===== config.mk =====
export PLATFORM = sky130hd
export DESIGN_NAME = seven_segment_control_n
export DESIGN_NICKNAME = d
export VERILOG_FILES = /design/src/rtl/seven_segment_control_n.sv
export SDC_FILE = /design/constraint.sdc
export NUM_CORES = 1
export LEC_CHECK = 0
export CAP_MARGIN = 20
export CORE_MARGIN = 1.5
export CORE_UTILIZATION = 58
export CTS_CLUSTER_DIAMETER = 40
export DETAILED_ROUTE_END_ITERATION = 6
export PLACE_DENSITY = 0.81
export SYNTH_ARGS = -nofsm -noshare
export SYNTH_HDL_FRONTEND = slang
export SYNTH_SLANG_ARGS = --single-unit

===== constraint.sdc =====
create_clock -name clk -period 18.2 [get_ports clk]
set_input_delay 3.64 -clock clk [delete_from_list [all_inputs] [get_ports clk]]
set_output_delay 3.64 -clock clk [all_outputs]
set_load 0.005 [all_outputs]

===== src/rtl/seven_segment_control_n.sv =====
// Multiplexed N-digit seven-segment driver with dead time, PWM brightness,
// per-digit blink, leading-zero suppression and frame-synchronous shadow registers.
module seven_segment_control_n #(
    parameter int NUM_DIGITS   = 8,
    parameter int DIGIT_CYCLES = 100000,
    parameter int BLANK_CYCLES = 1000,
    parameter int BLINK_BITS   = 25
) (
    input  logic                    clk,
    input  logic                    rst_n,
    input  logic [4*NUM_DIGITS-1:0] data_in,
    input  logic [NUM_DIGITS-1:0]   digit_display,
    input  logic [NUM_DIGITS-1:0]   digit_point,
    input  logic [NUM_DIGITS-1:0]   digit_blink,
    input  logic                    zero_suppress,
    input  logic [3:0]              brightness,
    output logic [NUM_DIGITS-1:0]   anode,
    output logic [6:0]              segment,
    output logic                    dp,
    output logic                    frame_tick
);

    localparam int SLOT_W = $clog2(DIGIT_CYCLES);
    localparam int IDX_W  = (NUM_DIGITS > 1) ? $clog2(NUM_DIGITS) : 1;
    localparam int CW     = SLOT_W + 6;
    localparam logic [CW-1:0]     ACTIVE    = CW'(DIGIT_CYCLES - BLANK_CYCLES);
    localparam logic [CW-1:0]     BLANK     = CW'(BLANK_CYCLES);
    localparam logic [SLOT_W-1:0] SLOT_LAST = SLOT_W'(DIGIT_CYCLES - 1);
    localparam logic [IDX_W-1:0]  IDX_LAST  = IDX_W'(NUM_DIGITS - 1);

    logic [SLOT_W-1:0]       slot_cnt;
    logic [IDX_W-1:0]        digit_idx;
    logic [BLINK_BITS-1:0]   blink_cnt;
    logic [4*NUM_DIGITS-1:0] data_sh;
    logic [NUM_DIGITS-1:0]   display_sh, point_sh, blink_sh;
    logic                    zs_sh;
    logic [3:0]              bright_sh;

    logic                    load, slot_start;
    logic [4*NUM_DIGITS-1:0] data_eff;
    logic [NUM_DIGITS-1:0]   display_eff, point_eff, blink_eff;
    logic                    zs_eff;
    logic [3:0]              bright_eff;
    logic [CW-1:0]           on_cycles, slot_ext;
    logic                    in_window, lit;
    logic [3:0]              nibble;
    logic                    cur_display, cur_point, cur_blink, suppressed, upper_zero;
    logic [NUM_DIGITS-1:0]   onehot;

    function automatic logic [6:0] hex7(input logic [3:0] n);
        case (n)
            4'h0: hex7 = 7'b1000000;
            4'h1: hex7 = 7'b1111001;
            4'h2: hex7 = 7'b0100100;
            4'h3: hex7 = 7'b0110000;
            4'h4: hex7 = 7'b0011001;
            4'h5: hex7 = 7'b0010010;
            4'h6: hex7 = 7'b0000010;
            4'h7: hex7 = 7'b1111000;
            4'h8: hex7 = 7'b0000000;
            4'h9: hex7 = 7'b0010000;
            4'hA: hex7 = 7'b0001000;
            4'hB: hex7 = 7'b0000011;
            4'hC: hex7 = 7'b1000110;
            4'hD: hex7 = 7'b0100001;
            4'hE: hex7 = 7'b0000110;
            default: hex7 = 7'b0001110;
        endcase
    endfunction

    assign slot_start = (slot_cnt == '0);
    assign load       = slot_start && (digit_idx == '0);

    always_ff @(posedge clk or negedge rst_n) begin
        if (!rst_n) begin
            slot_cnt  <= '0;
            digit_idx <= '0;
            blink_cnt <= '0;
        end else begin
            blink_cnt <= blink_cnt + 1'b1;
            if (slot_cnt == SLOT_LAST) begin
                slot_cnt  <= '0;
                digit_idx <= (digit_idx == IDX_LAST) ? '0 : digit_idx + 1'b1;
            end else begin
                slot_cnt <= slot_cnt + 1'b1;
            end
        end
    end

    always_ff @(posedge clk or negedge rst_n) begin
        if (!rst_n) begin
            data_sh    <= '0;
            display_sh <= '0;
            point_sh   <= '0;
            blink_sh   <= '0;
            zs_sh      <= 1'b0;
            bright_sh  <= '0;
        end else begin
            if (load) begin
                data_sh    <= data_in;
                display_sh <= digit_display;
                point_sh   <= digit_point;
                blink_sh   <= digit_blink;
                zs_sh      <= zero_suppress;
            end
            if (slot_start) bright_sh <= brightness;
        end
    end

    // In the load cycle the incoming values are used directly so a zero-length
    // dead time still shows the new frame from its very first cycle.
    assign data_eff    = load ? data_in       : data_sh;
    assign display_eff = load ? digit_display : display_sh;
    assign point_eff   = load ? digit_point   : point_sh;
    assign blink_eff   = load ? digit_blink   : blink_sh;
    assign zs_eff      = load ? zero_suppress : zs_sh;
    assign bright_eff  = slot_start ? brightness : bright_sh;

    assign on_cycles = (ACTIVE * ({{(CW-4){1'b0}}, bright_eff} + CW'(1))) >> 4;
    assign slot_ext  = CW'(slot_cnt);
    assign in_window = (slot_ext >= BLANK) && (slot_ext < BLANK + on_cycles);

    // Scan from the top digit down so upper_zero reflects this digit and all above it.
    always_comb begin
        nibble      = '0;
        cur_display = 1'b0;
        cur_point   = 1'b0;
        cur_blink   = 1'b0;
        suppressed  = 1'b0;
        onehot      = '0;
        upper_zero  = 1'b1;
        for (int i = NUM_DIGITS - 1; i >= 0; i--) begin
            upper_zero = upper_zero && (data_eff[4*i +: 4] == 4'h0);
            if (digit_idx == IDX_W'(i)) begin
                nibble      = data_eff[4*i +: 4];
                cur_display = display_eff[i];
                cur_point   = point_eff[i];
                cur_blink   = blink_eff[i];
                suppressed  = zs_eff && (i != 0) && upper_zero;
                onehot[i]   = 1'b1;
            end
        end
    end

    assign lit = in_window && cur_display && !(cur_blink && blink_cnt[BLINK_BITS-1]) && !suppressed;

    always_ff @(posedge clk or negedge rst_n) begin
        if (!rst_n) begin
            anode      <= '1;
            segment    <= 7'b1111111;
            dp         <= 1'b1;
            frame_tick <= 1'b0;
        end else begin
            anode      <= lit ? ~onehot : '1;
            segment    <= lit ? hex7(nibble) : 7'b1111111;
            dp         <= lit ? ~cur_point : 1'b1;
            frame_tick <= load;
        end
    end

endmodule


# Yosys cells after proc, flatten, opt, wreduce, memory -nomap -nowiden

Memory sizes are Yosys's and may differ from the RTL's.
Index checks and enable logic that the tools add are counted.

Register bits: 123
Latch bits: 0
Bits in writable memories: 0
Memory bits (read-only): 112
Output and inout port bits: 17
Logic and storage cells: 121
Memories kept: 1

Memory list:

| name             | words | width | read ports | clocked after memory_dff | write ports | RTL line | RTL |
|---|---|---|---|---|---|---|---|
| (name not given) | 16    | 7     | 1          | 0                        | 0           | 51       | `case (n)` |

$add $sub $neg: 5
Multiply operators: 1
Div/mod/pow operators: 0
Order comparisons: 2
Eq/ne operators: 8
Shift operators: 0
Muxes and demuxes: 59
Bitwise gates (word level): 2
Reductions and logical operators: 30

Operators by type and width:

| kind                                                                                   | number |
|---|---|
| 1-bit two-way mux                                                                      | 42 |
| 4-bit two-way mux                                                                      | 9 |
| 32-bit two-way mux                                                                     | 1 |
| 8-bit two-way mux                                                                      | 4 |
| 4-bit zero test                                                                        | 7 |
| 25-bit by 1-bit adder with 25-bit output (second input constant)                       | 1 |
| 10-bit by 18-bit adder with 19-bit output (first input constant)                       | 1 |
| 1-bit logical AND                                                                      | 19 |
| 17-bit by 19-bit less-than comparator with 1-bit output                                | 1 |
| 14-bit by 5-bit multiplier with 19-bit output (first input constant)                   | 1 |
| 17-bit by 1-bit adder with 17-bit output (second input constant)                       | 1 |
| 17-bit equality test (second input constant)                                           | 1 |
| 17-bit by 10-bit greater-or-equal comparator with 1-bit output (second input constant) | 1 |
| 17-bit zero test                                                                       | 1 |
| 17-bit two-way mux                                                                     | 1 |
| 3-bit equality test (second input constant)                                            | 4 |
| 8-bit NOT                                                                              | 1 |
| 7-bit two-way mux                                                                      | 1 |
| 3-bit by 2-bit equality test with 1-bit output (second input constant)                 | 2 |
| 4-bit by 1-bit adder with 5-bit output (second input constant)                         | 1 |
| 3-bit by 1-bit adder with 3-bit output (second input constant)                         | 1 |
| 3-bit by 1-bit equality test with 1-bit output (second input constant)                 | 1 |
| 3-bit zero test                                                                        | 1 |
| 3-bit two-way mux                                                                      | 1 |
| 2 further kinds                                                                        | 3 |

# Logic depth before layout (Yosys ltp)

Depth in word-level cells: 16
Gate-level depth with buffers: 36
Depth with buffers taken out: 33

# Worst setup path after synthesis

Ideal clock, no wire load.

Path type: input to register
Start: input port brightness[0]
End: register anode[6]
Library setup time: 0.063 ns
Arrival time: 10.158 ns
Required time: 18.137 ns
Path slack: 7.979 ns
Cell stages on the path: 31
Path buffers: 3
Path through: mux2i_1 inv_1 ha_1 xnor2_1 inv_1 fa_1 inv_1 ha_1 fa_1 ha_1 clkbuf_1 nor4b_1 a2111oi_0 nand3_1 a2111oi_1 nand3b_1 nand4_1 nor2_1 xor2_1 ha_1 o21ai_0 o21ai_0 o211ai_1 o21ai_0 nand3_1 or3_1 o311a_1 and3_1 buf_6 buf_8 nand3_2

Word-level cells in the longest chain between the ends: 10

RTL lines:

| what                                                    | RTL line | RTL |
|---|---|---|
| from (decl)                                             | 16       | `input logic [3:0] brightness,` |
| 4-bit two-way mux                                       | -        |  |
| net bright_eff[0]                                       | 43       | `logic [3:0] bright_eff;` |
| 4-bit by 1-bit adder with 5-bit output                  | 119      | `assign on_cycles = (ACTIVE * ({{(CW-4){1'b0}}, bright_eff} + CW'(1))) >> 4;` |
| 14-bit by 5-bit multiplier with 19-bit output           | 119      |  |
| 10-bit by 18-bit adder with 19-bit output               | 121      | `assign in_window = (slot_ext >= BLANK) && (slot_ext < BLANK + on_cycles);` |
| 17-bit by 19-bit less-than comparator with 1-bit output | 121      |  |
| 1-bit logical AND                                       | 121      |  |
| 1-bit logical AND (3 in series)                         | 145      | `assign lit = in_window && cur_display && !(cur_blink && blink_cnt[BLINK_BITS-1]) && !suppressed;` |
| 8-bit two-way mux                                       | 154      | `anode <= lit ? ~onehot : '1;` |
| to (signal assigned)                                    | 154      |  |
| to (decl)                                               | 17       | `output logic [NUM_DIGITS-1:0] anode,` |

The timed path passes the listed nets, and every way through them passes these cells.
A chain may end at the register's enable or synchronous reset.

# Worst setup path in the final report

Start: input port brightness[0]
End: register segment[2]

Word-level cells in the longest chain between the ends: 10

RTL lines:

| what                                                    | RTL line | RTL |
|---|---|---|
| 4-bit two-way mux                                       | -        |  |
| net bright_eff[0]                                       | 43       |  |
| 4-bit by 1-bit adder with 5-bit output                  | 119      |  |
| 14-bit by 5-bit multiplier with 19-bit output           | 119      |  |
| 10-bit by 18-bit adder with 19-bit output               | 121      |  |
| 17-bit by 19-bit less-than comparator with 1-bit output | 121      |  |
| 1-bit logical AND                                       | 121      |  |
| 1-bit logical AND (3 in series)                         | 145      |  |
| 7-bit two-way mux                                       | 155      | `segment <= lit ? hex7(nibble) : 7'b1111111;` |
| to (signal assigned)                                    | 155      |  |
| to (decl)                                               | 18       | `output logic [6:0] segment,` |

The timed path passes the listed nets, and every way through them passes these cells.

==> reports/results.tsv <==
stage	metric	value	unit
sta	Final min period	11.57	ns
routing	wire per inst	17.85	um
sta	setup tns final	0	ns
floorplan	Top Ports	80	
grt	vias in the first global route	6937	
floorplan	chip width	122.3	um
critical_path	slowest CP cell	mux2i_1	
critical_path	worst-path maximum fanout	15	
clock_tree	hold buffer count at CTS	0	
logic_synthesis	synthesized area per cell	9.099	um^2
critical_path	CP arrival	11.88	ns
sta	Tightest Pin Transition	0.9947	ns
sta	Final Cycle Share	0.6358	
clock_tree	# Post-CTS Setup Buffers	0	
status	outcome	complete, no violations	
hold_path	Min-Delay Path Class	reg -> reg	
logic_synthesis	ys async rst share	1.000	
sta	RSZ-0062 raised after global routing	false	
clock_tree	clk slew on worst S/H paths	0.05	ns
finish	ratio of cells with drive above 1 in the final layout	0.09321	
logic_synthesis	Most used DFF post-synth	dfrtp_1	
finish	nets	1106	
critical_path	CP Launch Type	input pin	
critical_path	crit path capture type	flip-flop	
grt	All-Layer GR Usage	0.3018	
grt	Overflow after GRT	0	
sta	fmax	86.42	MHz
power	Leakage	0.004238	uW
critical_path	WP buf/inv	4	
sta	Fin. Hold Viols	0	
logic_synthesis	Mapped Nets	1039	
floorplan	Die Ht	122.3	um
logic_synthesis	cells after synthesis	907	
routing	DRT iter0 DRCs	718	
critical_path	Reg2Reg Depth	32	
power	PwrDens	85.66	nW/um^2
critical_path	reg2reg end	segment[2]	
logic_synthesis	number of library cell types mapped by synthesis	84	
floorplan	die area	14950	um^2
finish	commonest non-fill, non-tap cell in the layout	nand2_1	
sta	Clock Skew	0.008409	ns
critical_path	delay-heaviest family, CP	simple AND/OR/NAND/NOR gates	
sta	endpoints failing setup	0	
sta	Rel. slew slack	0.3332	
logic_synthesis	#FFs+latches synth	123	
routing	DR vias	7133	
logic_synthesis	EDFF count, synth	0	
hold_path	hold-critical path endpoint	blink_cnt[16]	
critical_path	Crit path required time	18.51	ns
critical_path	most used cell, CP	ha_1	
floorplan	Site Rows	43	
placement	Placer Congestion	0.9227	
floorplan	core area	13880	um^2
logic_synthesis	synthesized area	8253	um^2
routing	post-route ant nets	0	
clock_tree	CTS Sinks	123	
routing	TritonRoute pass-1 iters	5	
logic_synthesis	Ys Warns	0	
clock_tree	later-pin clock latency in the skew report	0.42	ns
clock_tree	CTS tree	yes	
critical_path	WS Path Type	in -> reg	
routing	Residual DRC	0	
logic_synthesis	post-synthesis sequential area ratio	0.3754	
hold_path	hold wc startpoint	blink_cnt[16]	
floorplan	Initial Util	0.5946	
sta	fin. max-slew vios	0	
grt	largest net degree at the start of global routing	72	
finish	commonest non-fill, non-tap cells in the layout	174 x nand2_1, 107 x dfrtp_1, 78 x clkdlybuf4s50_1	
critical_path	Worst R2R Setup Slack	8.52	ns
clock_tree	clk buf depth	2	
grt	antenna violations before repair	0	
critical_path	Largest stage delay, worst path	0.74	ns
clock_tree	CTS buffer count	17	
finish	Diodes inserted	0	
routing	final wirelength	20.84	mm
sta	worst hold slack	0.4654	ns
finish	P&R area growth vs syn	17.51	%
routing	via-per-instance ratio	6.112	
power	Max VDD drop	0.06604	mV
clock_tree	Root Buffer	clkbuf_16	
run	# Max-Cap Violations	0	
hold_path	hold depth	1	
clock_tree	cts repair resizes	0	
power	Total Power	830.8	uW
placement	Port Buffer Count	79	
clock_tree	H-tree levels	4	
placement	Post-DP HPWL	15.40	mm
critical_path	start of the worst register-to-register path	slot_cnt[0]	
grt	first-pass GRT wire length	34.87	mm
==> cell families (layout without fill, tap and decap cells) <==
logic type | after synthesis | in the layout | share of synthesized area
AOI/OAI and AO/OA | 166 | 166 | 0.1475
xor gates and xnor gates | 61 | 61 | 0.06474
adders and majority gates | 69 | 69 | 0.1110
buffers and inverters | 80 | 160 | 0.04139
DFF | 123 | 123 | 0.3754
muxes | 24 | 24 | 0.03093
and+or+nand+nor | 384 | 384 | 0.2291
==> sequential cells by signal, indices dropped and copies added, names as in the netlist <==
signal / count
blink_sh: 8
digit_idx: 3
segment: 7
zs_sh: 1
data_sh: 32
bright_sh: 4
blink_cnt: 25
dp: 1
frame_tick: 1
point_sh: 8
display_sh: 8
slot_cnt: 17
anode: 8
==> Yosys cell counts, types with 16 or more instances <==
master	n	area, um^2
xor2_1	20	175.2
ha_1	62	775.7
o21ai_0	33	165.2
dfrtp_1	107	2678
a21oi_1	24	120.1
dfstp_2	16	420.4
inv_1	43	161.4
xnor2_1	41	359.1
nand2_1	174	653.1
nand4_1	17	106.4
clkbuf_1	26	97.59
nand3_1	38	190.2
nor2_1	46	172.7
==> where the power goes <==
part	switching (uW)	internal [uW]	leakage (uW)
Sequential	4.92	281	0.00149
Combinational	133	92.9	0.00248
Clock	116	204	0.000268
Total	253	577	0.00424
==> how the worst max path moves through the flow <==
stage | from | to | slack, ns | cells past startpoint
floorplan | brightness[0] | anode[6] | 7.98 | 31
finish | brightness[0] | segment[2] | 6.63 | 28
detailed placement | brightness[0] | segment[2] | 6.30 | 28
CTS | brightness[0] | segment[2] | 6.68 | 28
global placement | brightness[0] | segment[2] | 6.56 | 28
global route | brightness[0] | segment[3] | 6.00 | 28
==> stage by stage <==
| step | utilization | instances | area [um^2] | setup WS, ns |
|---|---|---|---|---|
| global route | 0.6987 | 1167 | 9698 | 6.000 |
| floorplan | - | 907 | 8253 | 7.979 |
| CTS | 0.6983 | 1166 | 9693 | 6.685 |
| detailed placement | 0.6582 | 1134 | 9136 | 6.298 |
| global placement | 0.6582 | 1134 | 9136 | 6.557 |
| finish | 0.6987 | 1167 | 9698 | 6.629 |
==> per-layer routing <==
metal	up-vias	GRT usage	share of wire
met1	3458	0.4206	0.44
met5	-	0	0
met4	0	0.1003	0.019
met2	284	0.4560	0.45
met3	42	0.08318	0.088
li1	3349	-	-
==> layout make-up <==
cell class / instances / area, um^2
clock inverters: 8 / 95.09
flip-flops and latches: 123 / 3098
clock buffers: 24 / 461.7
inverters: 43 / 161.4
multi-input cells: 704 / 4826
well taps: 180 / 225.2
repair buffers: 85 / 830.8
fillers: 1099 / 4183
Note: power is estimated with default switching activity, not from simulation.
